==> src/rtl/rr_arb_pkg.sv <==
// Shared definitions for the round-robin index arbiter.
//   state_t        : arbiter FSM states (IDLE, OFFER, HOLD)
//   RR_IDX_W_DEF   : default grant index width (N = 2**IDX_W requesters)
//   RR_CNT_W       : width of the post-grant dwell counter (dwell 0..15)
package rr_arb_pkg;

  localparam int unsigned RR_IDX_W_DEF = 3;
  localparam int unsigned RR_CNT_W     = 4;

  typedef enum logic [1:0] {
    IDLE  = 2'd0,
    OFFER = 2'd1,
    HOLD  = 2'd2
  } state_t;

endpackage

==> src/rtl/rr_pick.sv <==
// Combinational rotating-priority search.
// Returns the first set request bit at (ptr+1), (ptr+2), ... mod N, so the
// requester at ptr itself has the lowest priority.
//   req   : request vector, bit i = requester i
//   ptr   : index granted last (search starts just after it)
//   idx   : selected requester index (0 when nothing found)
//   found : at least one request bit is set
module rr_pick
  import rr_arb_pkg::*;
#(
  parameter int unsigned IDX_W = RR_IDX_W_DEF
) (
  input  logic [2**IDX_W-1:0] req,
  input  logic [IDX_W-1:0]    ptr,
  output logic [IDX_W-1:0]    idx,
  output logic                found
);

  localparam int unsigned N = 2**IDX_W;

  logic [IDX_W-1:0] w_cand;

  // Offset N wraps to ptr itself, giving the last-granted requester a turn
  // only when nobody else is asking.
  always_comb begin
    idx    = '0;
    found  = 1'b0;
    w_cand = '0;
    for (int unsigned k = 1; k <= N; k++) begin
      w_cand = ptr + IDX_W'(k);
      if (!found && req[w_cand]) begin
        found = 1'b1;
        idx   = w_cand;
      end
    end
  end

endmodule

==> src/rtl/rr_index_arb.sv <==
// Round-robin arbiter over N = 2**IDX_W request lines with a registered
// binary grant index and a valid/ready handshake. The index feeds a one-hot
// decoder downstream; offers are sticky until accepted.
//   clk       : rising-edge clock
//   n_reset   : asynchronous active-low reset
//   req       : level-sensitive request lines
//   gnt_valid : gnt_idx holds a grant offer
//   gnt_ready : consumer accepts the offer (handshake = valid & ready)
//   gnt_idx   : granted requester index
//   busy      : FSM is outside IDLE
//   lock      : only with RR_LOCK_EN defined; a handshake with lock=1
//               re-offers the same index and leaves the pointer untouched
// Parameters: IDX_W (index width), HOLD_CYC (idle cycles after each
// accepted grant, 0..15).
module rr_index_arb
  import rr_arb_pkg::*;
#(
  parameter int unsigned IDX_W    = RR_IDX_W_DEF,
  parameter int unsigned HOLD_CYC = 0
) (
  input  logic                clk,
  input  logic                n_reset,
  input  logic [2**IDX_W-1:0] req,
  output logic                gnt_valid,
  input  logic                gnt_ready,
  output logic [IDX_W-1:0]    gnt_idx,
  output logic                busy
`ifdef RR_LOCK_EN
  ,
  input  logic                lock
`endif
);

  // Counter is loaded with HOLD_CYC-1 and HOLD exits on zero, giving exactly
  // HOLD_CYC cycles in HOLD before the IDLE cycle.
  localparam logic [RR_CNT_W-1:0] HOLD_LD =
    (HOLD_CYC > 0) ? RR_CNT_W'(HOLD_CYC - 1) : '0;

  state_t                r_state;
  logic [IDX_W-1:0]      r_ptr;
  logic [IDX_W-1:0]      r_idx;
  logic                  r_valid;
  logic [RR_CNT_W-1:0]   r_cnt;

  logic                  w_hs;
  logic                  w_lock;
  logic [IDX_W-1:0]      w_pick_ptr;
  logic [IDX_W-1:0]      w_pick_idx;
  logic                  w_pick_found;

  assign w_hs = r_valid & gnt_ready;

`ifdef RR_LOCK_EN
  assign w_lock = lock;
`else
  assign w_lock = 1'b0;
`endif

  // In OFFER the search must start after the index being accepted this
  // cycle, before r_ptr has caught up, so the single picker serves both the
  // IDLE pick and the back-to-back re-pick.
  assign w_pick_ptr = (r_state == OFFER) ? r_idx : r_ptr;

  rr_pick #(
    .IDX_W (IDX_W)
  ) u_pick (
    .req   (req),
    .ptr   (w_pick_ptr),
    .idx   (w_pick_idx),
    .found (w_pick_found)
  );

  always_ff @(posedge clk or negedge n_reset) begin
    if (!n_reset) begin
      r_state <= IDLE;
      r_valid <= 1'b0;
      r_idx   <= '0;
      r_ptr   <= '1;
      r_cnt   <= '0;
    end else begin
      case (r_state)
        IDLE: begin
          if (w_pick_found) begin
            r_idx   <= w_pick_idx;
            r_valid <= 1'b1;
            r_state <= OFFER;
          end
        end
        OFFER: begin
          if (w_hs && !w_lock) begin
            r_ptr <= r_idx;
            if (HOLD_CYC > 0) begin
              r_valid <= 1'b0;
              r_cnt   <= HOLD_LD;
              r_state <= HOLD;
            end else if (w_pick_found) begin
              r_idx <= w_pick_idx;
            end else begin
              r_valid <= 1'b0;
              r_state <= IDLE;
            end
          end
        end
        HOLD: begin
          if (r_cnt == '0) begin
            r_state <= IDLE;
          end else begin
            r_cnt <= r_cnt - RR_CNT_W'(1);
          end
        end
        default: begin
          r_state <= IDLE;
          r_valid <= 1'b0;
        end
      endcase
    end
  end

  assign gnt_valid = r_valid;
  assign gnt_idx   = r_idx;
  assign busy      = (r_state != IDLE);

endmodule

==> config.mk <==
export PLATFORM = sky130hd
export DESIGN_NAME = rr_index_arb
export DESIGN_NICKNAME = d
export VERILOG_FILES = /design/src/rtl/rr_arb_pkg.sv /design/src/rtl/rr_pick.sv /design/src/rtl/rr_index_arb.sv
export SDC_FILE = /design/constraint.sdc
export NUM_CORES = 1
export LEC_CHECK = 0
export ABC_CLOCK_PERIOD_IN_PS = 4550
export BUFFER_PORTS_ARGS = -buffer_cell sky130_fd_sc_hd__buf_2
export CAP_MARGIN = 20
export CORE_MARGIN = 4
export CORE_UTILIZATION = 45
export CTS_CLUSTER_DIAMETER = 30
export DETAILED_ROUTE_END_ITERATION = 10
export SLEW_MARGIN = 20
export SYNTH_ARGS = -nofsm -noshare
export SYNTH_HDL_FRONTEND = slang
export SYNTH_SLANG_ARGS = --single-unit
export TNS_END_PERCENT = 5
==> constraint.sdc <==
create_clock -name clk -period 4.55 [get_ports clk]
set_input_delay 0.455 -clock clk [delete_from_list [all_inputs] [get_ports clk]]
set_output_delay 0.455 -clock clk [all_outputs]
set_load 0.05 [all_outputs]
== Word-level counts from Yosys, hierarchy flattened ==
Cells that the tools add are included.
Widths: inputs -> output; s select.

* Register bits after elaboration: 13
* Memories: 0
* Bits in latches: 0
* Bits in read-only memories: 0
* RAM bits: 0

* Mux-type cells: 45
* Add/sub/neg operators: 8
* Divide/modulo/power cells: 0
* $lt $le $gt $ge: 8
* Equality and inequality tests: 6
* Bitwise logic cells: 3
* Multipliers: 0
* Reduce and logical (&&, ||, !) cells: 23
* Shifts and indexed selects: 0

{| class="wikitable"
|+ Operator list
! operator !! count
|-
| $mux 3 || 11
|-
| $lt 3x4->1 const B || 8
|-
| $bmux 1 s3 || 8
|-
| $mux 1 || 19
|-
| $add 3x3->3 const B || 4
|-
| $mux 2 || 4
|-
| $reduce_and 4->1 || 2
|-
| $logic_and 1x1->1 || 7
|-
| $logic_not 1->1 || 7
|-
| $add 3x2->3 const B || 2
|-
| $ne 2x2->1 const B || 3
|-
| $pmux 2 s3 || 1
|-
| $pmux 3 s2 || 1
|-
| $reduce_and 2->1 || 3
|-
| $logic_not 4->1 || 1
|-
| $reduce_bool 2->1 || 2
|-
| $sub 4x1->4 const B || 1
|-
| $add 3x1->3 const B || 1
|-
| $pmux 1 s3 || 1
|-
| $eq 2x1->1 const B || 1
|-
| $eq 2x2->1 const B || 1
|-
| $logic_not 2->1 || 1
|-
| $ne 2x1->1 const B || 1
|-
| $not 1->1 || 2
|-
| $and 1x1->1 || 1
|}

== Longest topological paths before layout ==
Gate-level depths: netlist of the first run.

* Depth after elaboration: 30
* Mapped depth: 11

== Hierarchy ==
Synthesis of the first run repeated with hierarchy kept, for this count alone.

* Cells, all modules: 114
* Area, all modules: 1111.1 µm²

{| class="wikitable"
|+ Modules (own cells, without submodules)
! module !! area an instance (µm²) !! cells an instance !! seq. area each (µm²) !! times used
|-
| rr_pick || 785.8 || 93 || 0.0 || 1
|-
| rr_index_arb || 325.3 || 21 || 178.9 || 1
|}

== Worst setup path after synthesis of the first run ==
OpenSTA, ideal clock, no wires.

* Kind: register -> register
* Start: register r_valid, in the netlist gnt_valid
* End: register r_idx[0], in the netlist gnt_idx[0]
* Setup time: 134 ps
* Setup slack: 853 ps
* Data required time: 4416 ps
* Data arrival time: 3562 ps
* Cell stages (with the launch flop): 11
* Period minus slack after synthesis: 3697 ps
* Cell sequence: dfrtp_1 -> buf_6 -> mux2i_1 -> inv_2 -> ha_1 -> xnor2_1 -> mux4_2 -> nand3_1 -> nor2_2 -> a221oi_1 -> o31ai_1

* Longest elaborated chain between the ends: 3

{| class="wikitable"
|+ RTL lines
! element !! RTL line !! text
|-
| start, declared || rr_index_arb.sv:42 || <nowiki>logic r_valid;</nowiki>
|-
| start signal, assigned || rr_index_arb.sv:76 || <nowiki>r_valid <= 1'b0;</nowiki>
|-
| start signal, assigned || rr_index_arb.sv:85 || <nowiki>r_valid <= 1'b1;</nowiki>
|-
| start signal, assigned || rr_index_arb.sv:93 || <nowiki>r_valid <= 1'b0;</nowiki>
|-
| $and 1x1->1 || rr_index_arb.sv:51 || <nowiki>assign w_hs = r_valid & gnt_ready;</nowiki>
|-
| $ne 2x2->1 (no source line) || -- ||
|-
| $reduce_and 2->1 (no source line) || -- ||
|-
| end signal, assigned || rr_index_arb.sv:84 || <nowiki>r_idx <= w_pick_idx;</nowiki>
|-
| end signal, assigned || rr_index_arb.sv:97 || <nowiki>r_idx <= w_pick_idx;</nowiki>
|-
| end, declared || rr_index_arb.sv:41 || <nowiki>logic [IDX_W-1:0] r_idx;</nowiki>
|}

No other way between the ends.
A chain may end at the register's enable or synchronous reset.

== Worst setup path after layout of the first run ==
Ends and elaborated chain as after synthesis.

==> run summary, run 1 <==
status: complete, no violations
Rel. slew slack: 0.533
CTS sink count: 7
Post-Syn Area: 1240 um2
Placed Cells: 165
Max Slew Vio Count: 0
ys flop type: dfrtp_1
GR Util All Layers: 0.197
DR pass1 iterations: 4
number of synthesized register bits: 7
Num CTS Buffers: 3
startpoint types: flop
pin count of the biggest net entering global routing: 13
total negative slack: 0 ps
sequential element share of the synthesized area: 0.145
crit path DAT: 3700 ps
Synth top area share: 0.128
Crit Path Class: reg -> reg
number of buffers added on ports: 15
clk_lat worst skew: 250 ps
grt total ovfl: 0
CTS H-tree lvls: 1
async set-reset flop share out of synthesis: 1.00
syn avg cell area: 10.1 um2
Clock Pin Slew Worst Setup and Hold Paths: 50 ps
layout cell share with drive strength beyond 1: 0.345
post-synthesis cell count: 122
HP Class: in -> async
CP max FO: 12
initial antenna violation count: 0
Final GP Congestion: 0.948
number of synthesized flops with an enable pin: 0
WHS: 31.7 ps
post-CTS sizing: 0
remaining antenna violation count after routing: 0
Synth-to-Final Area Change: 9.72%
Synthesized Nets: 135
Final nets: 153
CTS root buffer: clkbuf_4
die width: 60.4 um
Worst-Margin Slew: 682 ps
Starting DRT DRC Count: 22
final worst path period share: 0.787
most frequent cells after synthesis: nand2_1, mux2i_1, mux2_2
CTS tree: yes
CORE AREA: 2540 um2
Finished Layout Cells: 169
Setup-failing EPs final: 0
worst setup path startpoint: gnt_valid$_DFFE_PN0P_
Worst EP required: 4670 ps
Initial Util: 0.486
Max Root-Sink Buffers: 2
vias after detailed routing: 1113
Die Span Y: 60.4 um
CTS Hold Bufs: 0
cell with the most instances after synthesis: nand2_1
Yosys Warn Count: 0
first-pass GRT wire length: 5510 um
post-CTS setup buffers: 0
vias per cell: 6.59
Synth cell types: 40
worst slack at placement: 969 ps
Ports: 16
Die ar.: 3650 um2
worst-case clock skew: 2.11 ps
ant diodes: 0
row cnt: 18
fmax: 0.279 GHz
CP Capture Type: flop
vias in the first global route: 1155
ranking of synthesized cells by area: mux4_2, mux2i_1, mux4_1, dfrtp_1, mux2_2
maxcap violations: 0
min setup slack post-route: 967 ps
minimum clock period: 3580 ps
DRC Markers: 0
final wirelength: 3120 um
RSZ-0062 raised after global routing: false
Final Hold Viols: 0
dpl hpwl: 2500 um
Reg-to-Reg Start: gnt_valid$_DFFE_PN0P_
drt wl/cell: 18.4 um
area leader, netlist: mux4_2
==> stage by stage <==
step,util,cell area (um2)
after floorplan,-,1240
after global placement,0.523,1330
after detailed placement,0.523,1330
after CTS,0.533,1360
after global routing,0.533,1360
final,0.533,1360
==> registers in the layout, summed over array words and instances, names as in the netlist <==
register   cells
gnt_idx        3
gnt_valid      1
r_ptr          3
==> final timing paths <==
check / to / depth (start not counted) / slack (ps)
max in group asynchronous: r_ptr[1]$_DFFE_PN1P_ / 1 / 4290
worst max register to register: gnt_idx[0]$_DFFE_PN0P_ / 9 / 970
worst min-delay path: gnt_valid$_DFFE_PN0P_ / 1 / 30
worst min register to register: gnt_idx[1]$_DFFE_PN0P_ / 2 / 560
worst max-delay path: gnt_idx[0]$_DFFE_PN0P_ / 9 / 970
min in group clk: gnt_idx[1]$_DFFE_PN0P_ / 2 / 560
==> metal layers <==
| metal | track usage | routed length (um) |
|---|---|---|
| met4 | 0.0743 | 54 |
| met1 | 0.260 | 1390 |
| met5 | 0 | 0 |
| met3 | 0.0128 | 106 |
| met2 | 0.338 | 1560 |
==> critical path, stage by stage, from the launching register on <==
cell      delay, ps
dfrtp_1         570
mux2i_4         520
inv_4           170
ha_1            260
xnor2_1         590
mux4_2          610
nand3_1         210
nor2_2           80
a221oi_1        310
o31ai_1         110
==> placed cells by master, fill, tap and decap left out, drive strengths merged, types with 2 or more instances in the layout <==
cell	Yosys	final
inv	4	4
a21oi	2	2
mux4	11	11
nand2b	3	3
nor2	7	7
o21ai	4	4
o211ai	3	3
o31ai	4	4
a211oi	4	4
a221oi	4	4
ha	2	2
mux2	8	8
xnor2	2	2
buf	3	17
mux2i	17	17
or3	3	3
nand3	4	4
dfstp	3	3
nand2	18	18
dfrtp	4	4
clkbuf	1	4
nor3	2	2
==> logic make-up (layout without fill, tap and decap cells) <==
logic type,Yosys count,in the layout,synth area share
simple gates,39,39,0.153
buf+inv,9,26,0.0445
flops,7,7,0.145
mux,36,36,0.453
compound gates,27,27,0.170
fa+ha+maj,2,2,0.0202
xor+xnor,2,2,0.0142
==> cell type report <==
cell class,instances,area [um2]
clock buffer,4,26.3
fill,236,1190
inverter,5,21.3
multi-input combinational,106,1000
sequential,7,179
tap,30,37.5
timing repair buffer,17,90.1
Power of run 1 is left out: the tool's default activity adds up to more than one toggle a clock period on the data nets, which glitch-free logic cannot reach.
==> run 2, diff against run 1 <==
--- a/config.mk
+++ b/config.mk
@@ -5,13 +5,15 @@
 export SDC_FILE = /design/constraint.sdc
 export NUM_CORES = 1
 export LEC_CHECK = 0
-export ABC_CLOCK_PERIOD_IN_PS = 4550
+export ABC_AREA = 1
+export ABC_CLOCK_PERIOD_IN_PS = 3100
 export BUFFER_PORTS_ARGS = -buffer_cell sky130_fd_sc_hd__buf_2
 export CAP_MARGIN = 20
 export CORE_MARGIN = 4
 export CORE_UTILIZATION = 45
 export CTS_CLUSTER_DIAMETER = 30
 export DETAILED_ROUTE_END_ITERATION = 10
+export PLACE_DENSITY = 0.66
 export SLEW_MARGIN = 20
 export SYNTH_ARGS = -nofsm -noshare
 export SYNTH_HDL_FRONTEND = slang
==> constraint.sdc (replaced) <==
create_clock -name clk -period 3.1 [get_ports clk]
set_input_delay 0.31 -clock clk [delete_from_list [all_inputs] [get_ports clk]]
set_output_delay 0.31 -clock clk [all_outputs]
set_load 0.05 [all_outputs]
==> run 2 against run 1 <==
Synthesized area increased by 17%. Clock-buffer cell count unchanged. Final cell count increased by 72%. Synthesized cell count increased by 91%. Global-route usage decreased by 1.2 points. Cell area increased by 14%. Clock skew decreased by 0.67 ps. Non-clock buffer count increased by 1. Routed wire length increased by 16%. First-iteration DRC count increased to 6.7 times the previous value.
==> run summary, run 2 <==
status: complete, no violations (unchanged)
HP Class: in -> reg (was in -> async)
Setup-failing EPs final: 0 (unchanged)
CORE AREA: 3080 um2 (was 2540 um2)
die width: 64.7 um (was 60.4 um)
Crit Path Class: reg -> reg (unchanged)
Num CTS Buffers: 3 (unchanged)
Rel. slew slack: 0.640 (was 0.533)
async set-reset flop share out of synthesis: 1.00 (unchanged)
vias in the first global route: 1385 (was 1155)
setup slack, reg-to-reg: 370 ps (was 970 ps)
number of fill cells: 332 (was 236)
fmax: 0.366 GHz (was 0.279 GHz)
total negative slack: 0 ps (unchanged)
maxcap violations: 0 (unchanged)
Final nets: 261 (was 153)
slowest CP cell: dfrtp_1 (was mux4_2)
Worst-Margin Slew: 540 ps (was 682 ps)
most frequent cells after synthesis: nand2_1, nand3_1, inv_1 (was nand2_1, mux2i_1, mux2_2)
row cnt: 20 (was 18)
DR pass1 iterations: 4 (unchanged)
RSZ-0062 raised after global routing: false (unchanged)
ant diodes: 0 (unchanged)
ranking of synthesized cells by area: nand3_1, nand2_1, nand3_2, dfrtp_1, inv_1 (was mux4_2, mux2i_1, mux4_1, dfrtp_1, mux2_2)
area leader, netlist: nand3_1 (was mux4_2)
DRC Markers: 0 (unchanged)
Multi-input gate area: 1060 um2 (was 1000 um2)
CTS sink count: 7 (unchanged)
first-pass GRT wire length: 6130 um (was 5510 um)
Post-Syn Area: 1450 um2 (was 1240 um2)
number of buffers added on ports: 15 (unchanged)
syn avg cell area: 6.22 um2 (was 10.1 um2)
CP cell instances: inv_8, nand2_1, nand2_1, ha_1, inv_1, nand3_1, nand3_1, nand2_2, nor2_4, nand4_2, nor2_1, nor2_1, nand2_1, nand2_1 (was mux2i_4, inv_4, ha_1, xnor2_1, mux4_2, nand3_1, nor2_2, a221oi_1, o31ai_1)
pin count of the biggest net entering global routing: 14 (was 13)
Max Slew Vio Count: 0 (unchanged)
sequential element share of the synthesized area: 0.123 (was 0.145)
GR Util All Layers: 0.185 (was 0.197)
final worst path period share: 0.880 (was 0.787)
grt total ovfl: 0 (unchanged)
post-synthesis cell count: 233 (was 122)
minimum clock period: 2730 ps (was 3580 ps)
layout cell share with drive strength beyond 1: 0.279 (was 0.345)
number of synthesized register bits: 7 (unchanged)
commonest non-fill, non-tap cell in the layout: nand2_1 (unchanged)
Synth cell types: 28 (was 40)
final wirelength: 3610 um (was 3120 um)
crit path DAT: 2860 ps (was 3700 ps)
Initial Util: 0.471 (was 0.486)
Starting DRT DRC Count: 147 (was 22)
Crit path top cell by count: nand2_1
vias after detailed routing: 1462 (was 1113)
CTS tree: yes (unchanged)
drt wl/cell: 12.4 um (was 18.4 um)
sequential cell area: 179 um2 (unchanged)
WP buf/inv: 2 (was 1)
Reg-to-Reg Start: gnt_valid$_DFFE_PN0P_ (unchanged)
startpoint types: flop (unchanged)
Max Root-Sink Buffers: 2 (unchanged)
vias per cell: 5.02 (was 6.59)
dpl hpwl: 3040 um (was 2500 um)
ys flop type: dfrtp_1 (unchanged)
CTS H-tree lvls: 1 (unchanged)
Die ar.: 4190 um2 (was 3650 um2)
worst-case clock skew: 1.43 ps (was 2.11 ps)
Synth top area share: 0.193 (was 0.128)
Final GP Congestion: 0.919 (was 0.948)
Crit Reg-Reg Endpoint: gnt_idx[1]$_DFFE_PN0P_ (was gnt_idx[0]$_DFFE_PN0P_)
Die Span Y: 64.7 um (was 60.4 um)
initial antenna violation count: 0 (unchanged)
CTS root buffer: clkbuf_4 (unchanged)
clk_lat worst skew: 240 ps (was 250 ps)
CP max stage delay: 610 ps (about the same)
number of synthesized flops with an enable pin: 0 (unchanged)
Synthesized Nets: 246 (was 135)
worst reg2reg path depth: 14 (was 9)
critical path depth: 14 (was 9)
most frequent cells in the layout: nand2_1, nand3_1, inv_1 (was nand2_1, buf_2, mux2i_1)
Final Hold Viols: 0 (unchanged)
Worst Setup EP: gnt_idx[1]$_DFFE_PN0P_ (was gnt_idx[0]$_DFFE_PN0P_)
remaining antenna violation count after routing: 0 (unchanged)
Clock Pin Slew Worst Setup and Hold Paths: 50 ps (about the same)
Ports: 16 (unchanged)
CP max FO: 10 (was 12)
Synth-to-Final Area Change: 6.82% (was 9.72%)
cell with the most instances after synthesis: nand2_1 (unchanged)
crit-path leading delay family: simple AND/OR/NAND/NOR gates (was multiplexers)
CP Capture Type: flop (unchanged)
Worst EP required: 3230 ps (was 4670 ps)
worst setup path startpoint: gnt_valid$_DFFE_PN0P_ (unchanged)
Yosys Warn Count: 0 (unchanged)
## run 2: cell count changes in the layout (fill, tap and decap cells not counted), moves of 10 or more
cell     previous run  this run
nand2_1            18        65
nand2_2             0        10
nand3_2             0        15
nand3_1             3        56
inv_1               2        26
mux2i_1            14         0
## run 2: worst reg2reg max path, delay by kind of cell (launching register included)
kind / cells / cell delay [ps]
buf+inv: 2 / 350
simple gates: 11 / 1340
flops: 1 / 610
fa+ha+maj: 1 / 320
## run 2: cell families (layout without fill, tap and decap cells)
logic type,count (synthesis),after routing,synth area share
mux,1,1,0.00777
fa+ha+maj,2,2,0.0173
simple gates,177,177,0.675
buf+inv,39,53,0.144
compound gates,7,7,0.0319
flops,7,7,0.123
## run 2: layer usage
metal	global-route usage	up-vias	routed length (um)
li1	-	789	-
met4	0.0686	0	49
met1	0.250	635	1780
met5	0	-	0
met3	0.0139	4	103
met2	0.305	34	1680
## run 2: how the worst min path moves through the flow
| stage | from | slack, ps | endpoint | cells past startpoint |
|---|---|---|---|---|
| after detailed placement | n_reset | 150 | gnt_idx[1]$_DFFE_PN0P_ | 1 |
| after CTS | gnt_ready | 360 | gnt_valid$_DFFE_PN0P_ | 4 |
| final | gnt_ready | 370 | gnt_valid$_DFFE_PN0P_ | 4 |
| after floorplan | n_reset | 10 | gnt_idx[0]$_DFFE_PN0P_ | 0 |
| after global routing | gnt_ready | 420 | gnt_valid$_DFFE_PN0P_ | 4 |
| after global placement | n_reset | 150 | gnt_idx[1]$_DFFE_PN0P_ | 1 |
## run 2: metrics by stage
stage	setup WS [ps]	util	std cells	area, um2	hold slack (ps)
2_1_floorplan	431	-	233	1450	14.4
3_3_place_gp	428	0.491	286	1510	147
3_5_place_dp	441	0.491	286	1510	145
4_1_cts	422	0.503	291	1550	362
5_1_grt	131	0.503	291	1550	420
6_report	371	0.503	291	1550	369
## run 2: repair_timing
| action | in CTS | in global routing |
|---|---|---|
| resized for setup | 0 | 0 |
| setup endpoints to repair | 0 | 0 |
| hold endpoints to repair | 4 | 0 |
| setup buffers | 0 | 0 |
| hold buffers | 1 | 0 |
## run 2: final cells by class
class,instances,area share
multi-input cells,187,0.686
flip-flops and latches,7,0.116
inverters,31,0.0816
repair buffers,18,0.0647
well taps,44,0.0356
clock buffers,4,0.0170
Power of run 2 is left out for the same reason.
